### config.mk
export PLATFORM = sky130hd
export DESIGN_NAME = ftsd_scan_sched_flat
export DESIGN_NICKNAME = d
export VERILOG_FILES = /design/src/rtl/ftsd_scan_sched_if.sv /design/src/rtl/ftsd_scan_sched.sv /design/src/flat_wrapper.sv
export SDC_FILE = /design/constraint.sdc
export NUM_CORES = 1
export LEC_CHECK = 0
export CORE_MARGIN = 10
export CORE_UTILIZATION = 50
export DETAILED_ROUTE_END_ITERATION = 7
export GPL_TIMING_DRIVEN = 0
export PLACE_DENSITY = 0.85
export SYNTH_ARGS = -nofsm -noshare
export SYNTH_HDL_FRONTEND = slang
export SYNTH_SLANG_ARGS = --single-unit
### constraint.sdc
create_clock -name clksys -period 3.1 [get_ports clksys]
set_input_delay 0.62 -clock clksys [delete_from_list [all_inputs] [get_ports clksys]]
set_output_delay 0.62 -clock clksys [all_outputs]
set_load 0.02 [all_outputs]
### src/rtl/ftsd_scan_sched_if.sv
// Requester handshake bundle for the seven-segment scan scheduler.
// Requester A carries normal data and requester B carries the overlay/message frame.
interface ftsd_scan_sched_if;
  logic        a_req;
  logic [15:0] a_digits;
  logic        a_ack;
  logic        b_req;
  logic [15:0] b_digits;
  logic        b_ack;

  modport master (output a_req, a_digits, b_req, b_digits, input a_ack, b_ack);
  modport slave  (input a_req, a_digits, b_req, b_digits, output a_ack, b_ack);
endinterface

### src/rtl/ftsd_scan_sched.sv
// Four-digit seven-segment scan scheduler: round-robin frame latch between two
// requesters, with per-digit dwell and an anti-ghosting blank gap.
module ftsd_scan_sched #(
  parameter int DWELL_CYCLES = 4096,
  parameter int BLANK_CYCLES = 64
) (
  input  logic               clksys,
  input  logic               rst_n,
  ftsd_scan_sched_if.slave   req_if,
  output logic [3:0]         ftsd_ctl,
  output logic [3:0]         ftsd_bcd,
  output logic [1:0]         scan_idx,
  output logic               owner,
  output logic               frame_tick
);

  localparam int MAXC = (DWELL_CYCLES > BLANK_CYCLES) ? DWELL_CYCLES : BLANK_CYCLES;
  localparam int CW   = (MAXC > 1) ? $clog2(MAXC) : 1;
  localparam logic [CW-1:0] DWELL_LAST = CW'(DWELL_CYCLES - 1);
  localparam logic [CW-1:0] BLANK_LAST = CW'((BLANK_CYCLES > 0) ? BLANK_CYCLES - 1 : 0);
  localparam bit HAS_GAP = (BLANK_CYCLES > 0);

  localparam logic [0:0] PH_ON  = 1'b0;
  localparam logic [0:0] PH_GAP = 1'b1;
  localparam logic GR_A = 1'b0;
  localparam logic GR_B = 1'b1;

  logic [0:0]    r_phase;
  logic [CW-1:0] r_cnt;
  logic [1:0]    r_idx;
  logic [15:0]   r_buf;
  logic          r_owner;
  logic          r_last;
  logic          r_a_ack;
  logic          r_b_ack;
  logic          r_tick;
  logic [3:0]    r_ctl;
  logic [3:0]    r_bcd;

  logic [0:0]    w_next_phase;
  logic [CW-1:0] w_next_cnt;
  logic [1:0]    w_next_idx;
  logic          w_slot_end;
  logic          w_boundary;
  logic          w_grant_a;
  logic          w_grant_b;
  logic [15:0]   w_next_buf;
  logic          w_next_owner;
  logic          w_next_tick;

  always_comb begin
    w_next_phase = r_phase;
    w_next_cnt   = r_cnt + 1'b1;
    w_next_idx   = r_idx;
    w_slot_end   = 1'b0;
    if (r_phase == PH_ON) begin
      if (r_cnt == DWELL_LAST) begin
        w_next_cnt = '0;
        if (HAS_GAP) begin
          w_next_phase = PH_GAP;
        end else begin
          w_slot_end = 1'b1;
          w_next_idx = r_idx + 2'd1;
        end
      end
    end else if (r_cnt == BLANK_LAST) begin
      w_next_cnt   = '0;
      w_next_phase = PH_ON;
      w_slot_end   = 1'b1;
      w_next_idx   = r_idx + 2'd1;
    end
  end

  // Arbitration only at the frame boundary; a tie goes to whoever was not served last.
  assign w_boundary = w_slot_end && (r_idx == 2'd3);
  assign w_grant_a  = w_boundary && req_if.a_req && (!req_if.b_req || r_last == GR_B);
  assign w_grant_b  = w_boundary && req_if.b_req && (!req_if.a_req || r_last == GR_A);

  always_comb begin
    w_next_buf   = r_buf;
    w_next_owner = r_owner;
    if (w_grant_a) begin
      w_next_buf   = req_if.a_digits;
      w_next_owner = GR_A;
    end else if (w_grant_b) begin
      w_next_buf   = req_if.b_digits;
      w_next_owner = GR_B;
    end
  end

  // Tick is registered, so it is raised when the upcoming cycle is digit 3's final cycle.
  always_comb begin
    if (HAS_GAP)
      w_next_tick = (w_next_idx == 2'd3) && (w_next_phase == PH_GAP) && (w_next_cnt == BLANK_LAST);
    else
      w_next_tick = (w_next_idx == 2'd3) && (w_next_phase == PH_ON) && (w_next_cnt == DWELL_LAST);
  end

  always_ff @(posedge clksys or negedge rst_n) begin
    if (!rst_n) begin
      r_phase <= PH_ON;
      r_cnt   <= '0;
      r_idx   <= 2'd0;
      r_buf   <= 16'h0000;
      r_owner <= GR_A;
      r_last  <= GR_B;
      r_a_ack <= 1'b0;
      r_b_ack <= 1'b0;
      r_tick  <= 1'b0;
      r_ctl   <= 4'b1110;
      r_bcd   <= 4'h0;
    end else begin
      r_phase <= w_next_phase;
      r_cnt   <= w_next_cnt;
      r_idx   <= w_next_idx;
      r_buf   <= w_next_buf;
      r_owner <= w_next_owner;
      if (w_grant_a || w_grant_b)
        r_last <= w_next_owner;
      r_a_ack <= w_grant_a;
      r_b_ack <= w_grant_b;
      r_tick  <= w_next_tick;
      if (w_next_phase == PH_ON) begin
        r_ctl <= ~(4'b0001 << w_next_idx);
        r_bcd <= w_next_buf[{w_next_idx, 2'b00} +: 4];
      end else begin
        r_ctl <= 4'b1111;
        r_bcd <= 4'hF;
      end
    end
  end

  assign req_if.a_ack = r_a_ack;
  assign req_if.b_ack = r_b_ack;
  assign ftsd_ctl     = r_ctl;
  assign ftsd_bcd     = r_bcd;
  assign scan_idx     = r_idx;
  assign owner        = r_owner;
  assign frame_tick   = r_tick;

endmodule

### src/flat_wrapper.sv
// flat-port wrapper written by rule: the top's interface ports become plain ports
module ftsd_scan_sched_flat 
#(
  parameter int DWELL_CYCLES = 4096,
  parameter int BLANK_CYCLES = 64
)
  (clksys, rst_n, ftsd_ctl, ftsd_bcd, scan_idx, owner, frame_tick, req_if_a_req, req_if_a_digits, req_if_b_req, req_if_b_digits, req_if_a_ack, req_if_b_ack);
  ftsd_scan_sched_if req_if_i ();
  input  logic clksys;
  input  logic rst_n;
  output logic [3:0] ftsd_ctl;
  output logic [3:0] ftsd_bcd;
  output logic [1:0] scan_idx;
  output logic owner;
  output logic frame_tick;
  input wire logic [$bits(req_if_i.a_req)-1:0] req_if_a_req;
  input wire logic [$bits(req_if_i.a_digits)-1:0] req_if_a_digits;
  input wire logic [$bits(req_if_i.b_req)-1:0] req_if_b_req;
  input wire logic [$bits(req_if_i.b_digits)-1:0] req_if_b_digits;
  output wire logic [$bits(req_if_i.a_ack)-1:0] req_if_a_ack;
  output wire logic [$bits(req_if_i.b_ack)-1:0] req_if_b_ack;
  assign req_if_i.a_req = req_if_a_req;
  assign req_if_i.a_digits = req_if_a_digits;
  assign req_if_i.b_req = req_if_b_req;
  assign req_if_i.b_digits = req_if_b_digits;
  assign req_if_a_ack = req_if_i.a_ack;
  assign req_if_b_ack = req_if_i.b_ack;
  ftsd_scan_sched #(.DWELL_CYCLES(DWELL_CYCLES), .BLANK_CYCLES(BLANK_CYCLES)) u_core (.clksys(clksys), .rst_n(rst_n), .req_if(req_if_i), .ftsd_ctl(ftsd_ctl), .ftsd_bcd(ftsd_bcd), .scan_idx(scan_idx), .owner(owner), .frame_tick(frame_tick));
endmodule
======== Word level (Yosys, flattened, before mapping) ========
Cells that the tools add are included.
word-level totals
  bits of input ports ..................... 36
  register bits ........................... 44
  logic and storage cells ................. 50
operators by class
  bitwise operators ....................... 2
  equality and inequality tests ........... 5
  multiplexer cells ....................... 16
  shifts and indexed selects .............. 2
  reductions and logical operators ........ 12
  $add $sub $neg .......................... 2
operator list
  kind                                                                number
  12-bit two-way mux                                                  3
  16-bit two-way mux                                                  2
  12-bit by 6-bit == test with 1-bit output (second input constant)   2
  16-bit by 5-bit indexed part select with 4-bit output               1
  12-bit by 1-bit adder with 12-bit output (second input constant)    1
  12-bit == test (second input constant)                              1
  4-bit two-way mux                                                   2
  1-bit logical AND                                                   7
  1-bit two-way mux                                                   7
  2-bit == test (second input constant)                               2
  2-bit two-way mux                                                   2
  4-bit inverter                                                      1
  1-bit by 2-bit left shift with 4-bit output (first input constant)  1
  1-bit logical OR                                                    3
  2-bit by 1-bit adder with 2-bit output (second input constant)      1
  1-bit zero test                                                     2
  1-bit inverter                                                      1

======== Longest topological paths before layout ========
  depth in word-level cells ............... 10
  gate-level depth with buffers ........... 9

======== Least setup slack after synthesis ========
OpenSTA, ideal clock, no wires.
  kind .................................... flip-flop to flip-flop
  start point ............................. register u_core.r_cnt[6]
  end point ............................... register u_core.r_tick (netlist: u_core.frame_tick)
  arrival time ............................ 2.527 ns
  cell stages (with the launch flop) ...... 7
  path buffers ............................ 1
  slack ................................... 0.468 ns
  data required time ...................... 2.995 ns
  library setup time ...................... 0.105 ns
  cells stage by stage .................... dfrtp_1 buf_6 or4b_4 nor4_4 mux2i_1 or4b_1 nor4b_1
on the way
  cells in the longest elaborated chain, start to end .. 6
ends and longest elaborated chain
  item                                                                                              line                    RTL
  start: declaration                                                                                ftsd_scan_sched.sv:29   logic [CW-1:0] r_cnt;
  start signal: assignment                                                                          ftsd_scan_sched.sv:114  r_cnt <= w_next_cnt;
  parallel branches: the longest is 5 deep, another holds 12-bit by 1-bit adder with 12-bit output  n/a
  1-bit logical AND (*)                                                                             ftsd_scan_sched.sv:94   w_next_tick = (w_next_idx == 2'd3) && (w_next_phase == PH_GAP) && (w_next_cnt == BLANK_LAST);
  net u_core.w_next_tick                                                                            ftsd_scan_sched.sv:49   logic w_next_tick;
  end signal: assignment                                                                            ftsd_scan_sched.sv:122  r_tick <= w_next_tick;
  end: declaration                                                                                  ftsd_scan_sched.sv:36   logic r_tick;
Mark *: on every way through the listed nets, which the timed path passes.
A chain may end at the register's enable or synchronous reset.

======== Final worst setup path ========
Ends and elaborated chain as after synthesis.

==> flow_metrics.py <==
metrics = {
    "logic_synthesis": {
        "netlist.area_leader.share": 0.4464,
        "postSynthAreaPerCell_um2": 10.68,
        "synth_fa_ha_area_frac": 0.01116,
        "synthCells": 210,
        "yosys.area_share.simple": 0.1713,
        "synth-seq-area-share": 0.4933,
        "synth_mux_area_frac": 0.02400,
        "synth_xor_area_frac": 0.04297,
        "post-synth-top-count-cell": "dfrtp_1",
        "yosys.area.top_type": "dfrtp_1",
        "yosysWarningCount": 0,
        "synthArstFlopShare": 1.000,
        "syn_nets": 248,
        "synth_commonest_cells": "dfrtp_1, inv_1, nand2_1",
        "syn_area_um2": 2242,
        "synth_top_family_by_area": "compound AO/OA/AOI/OAI gates",
        "ys_types": 46,
        "synth_area_leaders": "dfrtp_1, a32oi_1, o22ai_2, dfstp_2, inv_1",
        "synthFlopType": "dfrtp_1",
        "synth_compound_area_frac": 0.1903,
        "synth_seq_cells": 44,
        "synth_edf_count": 0,
    },
    "final_layout": {
        "fillers": 306,
        "insertedDiodeCount": 0,
        "nets": 305,
        "drive_gt1_frac": 0.1418,
        "area_delta_synth_final_pct": 31.25,
    },
    "global_routing": {
        "use_met2": 0.2885,
        "grt_pass1_vias": 2066,
        "grt_use_total": 0.1632,
        "met1_usage": 0.1746,
        "grt_use_met3": 0.05805,
        "antenna_found_initial": 0,
        "grt_overflow_total": 0,
        "grt_pass1_wl_mm": 9.936,
        "top_usage_layer": "met2",
        "grt_max_degree": 28,
    },
    "clock_network": {
        "cts_tree": "done",
        "clk_pin_slew_ns": 0.08,
        "cts_made_buffers": 5,
        "cts-root-buf": "clkbuf_8",
        "cts.sinks": 44,
        "clock_latency_ns": 0.30,
        "htree_num_levels": 2,
        "clk_path_buf_depth": 2,
    },
    "worst_setup_path": {
        "criticalPathCategory": "flip-flop to flip-flop",
        "r2r_cells": 6,
        "cp_slowest_cell": "or4b_4",
        "cp.arrival_ns": 3.12,
        "cp.required_ns": 3.29,
        "path_buf_inv": 1,
        "r2r-start": "u_core.r_cnt[6]",
        "cp-end-kind": "flip-flop",
        "slowest_delay_ns": 0.59,
        "start_kind": "flip-flop",
        "cp_max_fo": 9,
        "cp_num_cells": 6,
        "rr_endpoint": "u_core.frame_tick",
        "crit_path_cell_trace": "buf_6, or4b_4, nor4_4, mux2i_2, or4b_1, nor4b_1",
        "reg2reg_slack_ns": 0.17,
        "crit_family": "simple AND/OR/NAND/NOR gates",
    },
    "floorplanning": {
        "start_util": 0.5149,
        "rows": 24,
        "io_pins": 50,
        "dieArea_um2": 7563,
        "core-area_um2": 4354,
        "die_h_um": 86.97,
        "die_x_um": 86.97,
    },
    "timing": {
        "post-route-period-util": 0.9450,
        "fin_worst_skew_ns": 0.006073,
        "rsz0062_at_grt": "no",
        "hold_slack_ns": 0.2523,
        "worstMarginPinSlew_ns": 0.7078,
        "setup_violations": 0,
        "fin_tns_setup_ns": 0,
        "fmax_mhz": 341.3,
        "hold_viol": 0,
        "drv_slew": 0,
        "relSlewSlack": 0.5271,
        "fin_crit_ns": 2.930,
    },
    "pwr": {
        "p_seq_frac": 0.501,
        "leakagePower_uw": 0.001221,
        "switchingPower_uw": 235.8,
        "power.total_uw": 1147,
        "ir_drop_v": 0.0003170,
        "power_density_nw_per_um2": 389.9,
        "p_sw_frac": 0.2055,
        "power.internal_uw": 911.6,
        "pwr-share-clk": 0.418,
        "p_comb_frac": 0.080,
    },
    "routing": {
        "detail_route.wl_per_cell_um": 18.42,
        "via_count": 1876,
        "drtPass1Iterations": 6,
        "postRouteAntennaNets": 0,
        "wl_mm": 5.895,
        "drt-initial-drc-count": 155,
        "drc": 0,
        "vias_per_cell": 5.863,
    },
    "placed_design": {
        "dp_hpwl_mm": 4.403,
        "io_buffers": 49,
        "gp_congestion": 0.8850,
    },
    "flow_run": {
        "maxCapViolations": 0,
    },
    "worst_hold_path": {
        "hp-class": "input port to async pin",
    },
    "outcome": {
        "status": "complete, no violations",
    },
}
## cell families after synthesis
kind of cell | count (synthesis)
and+or+nand+nor | 67
buffers and inverters | 33
adders and majority gates | 2
AOI/OAI and AO/OA | 48
DFF | 44
muxes | 5
xor gates and xnor gates | 11
## layer usage
| metal | part of all wire | routed length [µm] |
|---|---|---|
| met5 | 0 | 0 |
| met3 | 0.068 | 402 |
| met1 | 0.39 | 2286 |
| met4 | 0.018 | 108 |
| met2 | 0.53 | 3098 |
## cell usage in the layout (no fill, tap or decap), types with 4 or more instances in the layout
| master | count |
|---|---|
| dfrtp_1 | 40 |
| o22ai_1 | 7 |
| dfstp_2 | 4 |
| clkbuf_1 | 5 |
| o22ai_2 | 9 |
| nand2_1 | 20 |
| clkdlybuf4s50_1 | 48 |
| a222oi_1 | 4 |
| inv_1 | 20 |
| nor2_1 | 11 |
| xnor2_1 | 7 |
| xor2_1 | 4 |
| a32oi_1 | 17 |
| clkbuf_8 | 7 |
| nand3_1 | 8 |
| buf_2 | 4 |
## power by group through the flow
| stage | Combinational, µW | Sequential [µW] | Clock, µW |
|---|---|---|---|
| 6_report | 92.0 | 575 | 480 |
| 5_1_grt | 100 | 576 | 505 |
| 4_1_cts | 93.5 | 575 | 482 |
| 3_5_place_dp | 93.1 | 586 | 0 |
| 3_3_place_gp | 88.3 | 587 | 0 |
| 2_1_floorplan | 25.2 | 586 | 0 |
## worst max-delay path by stage
stage | from | endpoint | slack, ns
floorplan | u_core.r_cnt[6] | u_core.frame_tick | 0.47
global placement | req_if_a_req | u_core.ftsd_bcd[0] | 0.09
detailed placement | req_if_a_req | u_core.ftsd_bcd[0] | -0.04
CTS | u_core.r_cnt[6] | u_core.frame_tick | 0.07
global route | u_core.r_cnt[6] | u_core.frame_tick | 0.04
finish | u_core.r_cnt[6] | u_core.frame_tick | 0.17
## per-stage QoR
stage | worst slack, ns | instance area, µm² | instances | util
3_3_place_gp | 0.08513 | 2798 | 311 | 0.6425
3_5_place_dp | -0.04392 | 2813 | 312 | 0.6460
4_1_cts | 0.06958 | 2939 | 320 | 0.6750
6_report | 0.1704 | 2943 | 320 | 0.6759
5_1_grt | 0.04369 | 2943 | 320 | 0.6759
2_1_floorplan | 0.4682 | 2242 | 210 | -
## cell type report
class                      instances  area, µm²  share of cell area
clock buffer                       7      96.34             0.03274
timing repair buffer              50      505.5              0.1718
buffer                            13      75.07             0.02551
clock inverter                     1      30.03             0.01020
multi-input combinational        133      989.7              0.3363
tap                               52      65.06             0.02211
sequential                        44       1106              0.3759
inverter                          20      75.07             0.02551
## registers in the layout, summed over array words and instances, names as in the netlist
signal / count
u_core.req_if.b_ack: 1
u_core.r_cnt: 12
u_core.scan_idx: 2
u_core.ftsd_ctl: 4
u_core.owner: 1
u_core.r_buf: 16
u_core.r_last: 1
u_core.ftsd_bcd: 4
u_core.r_phase: 1
u_core.frame_tick: 1
u_core.req_if.a_ack: 1
## timing repair
item | CTS | global route
buffers inserted | 0 | 0
endpoints found under the setup margin | 0 | 1
hold buffers | 0 | 0
resized for setup | 0 | 1
Power figures use the tool's default switching activity.
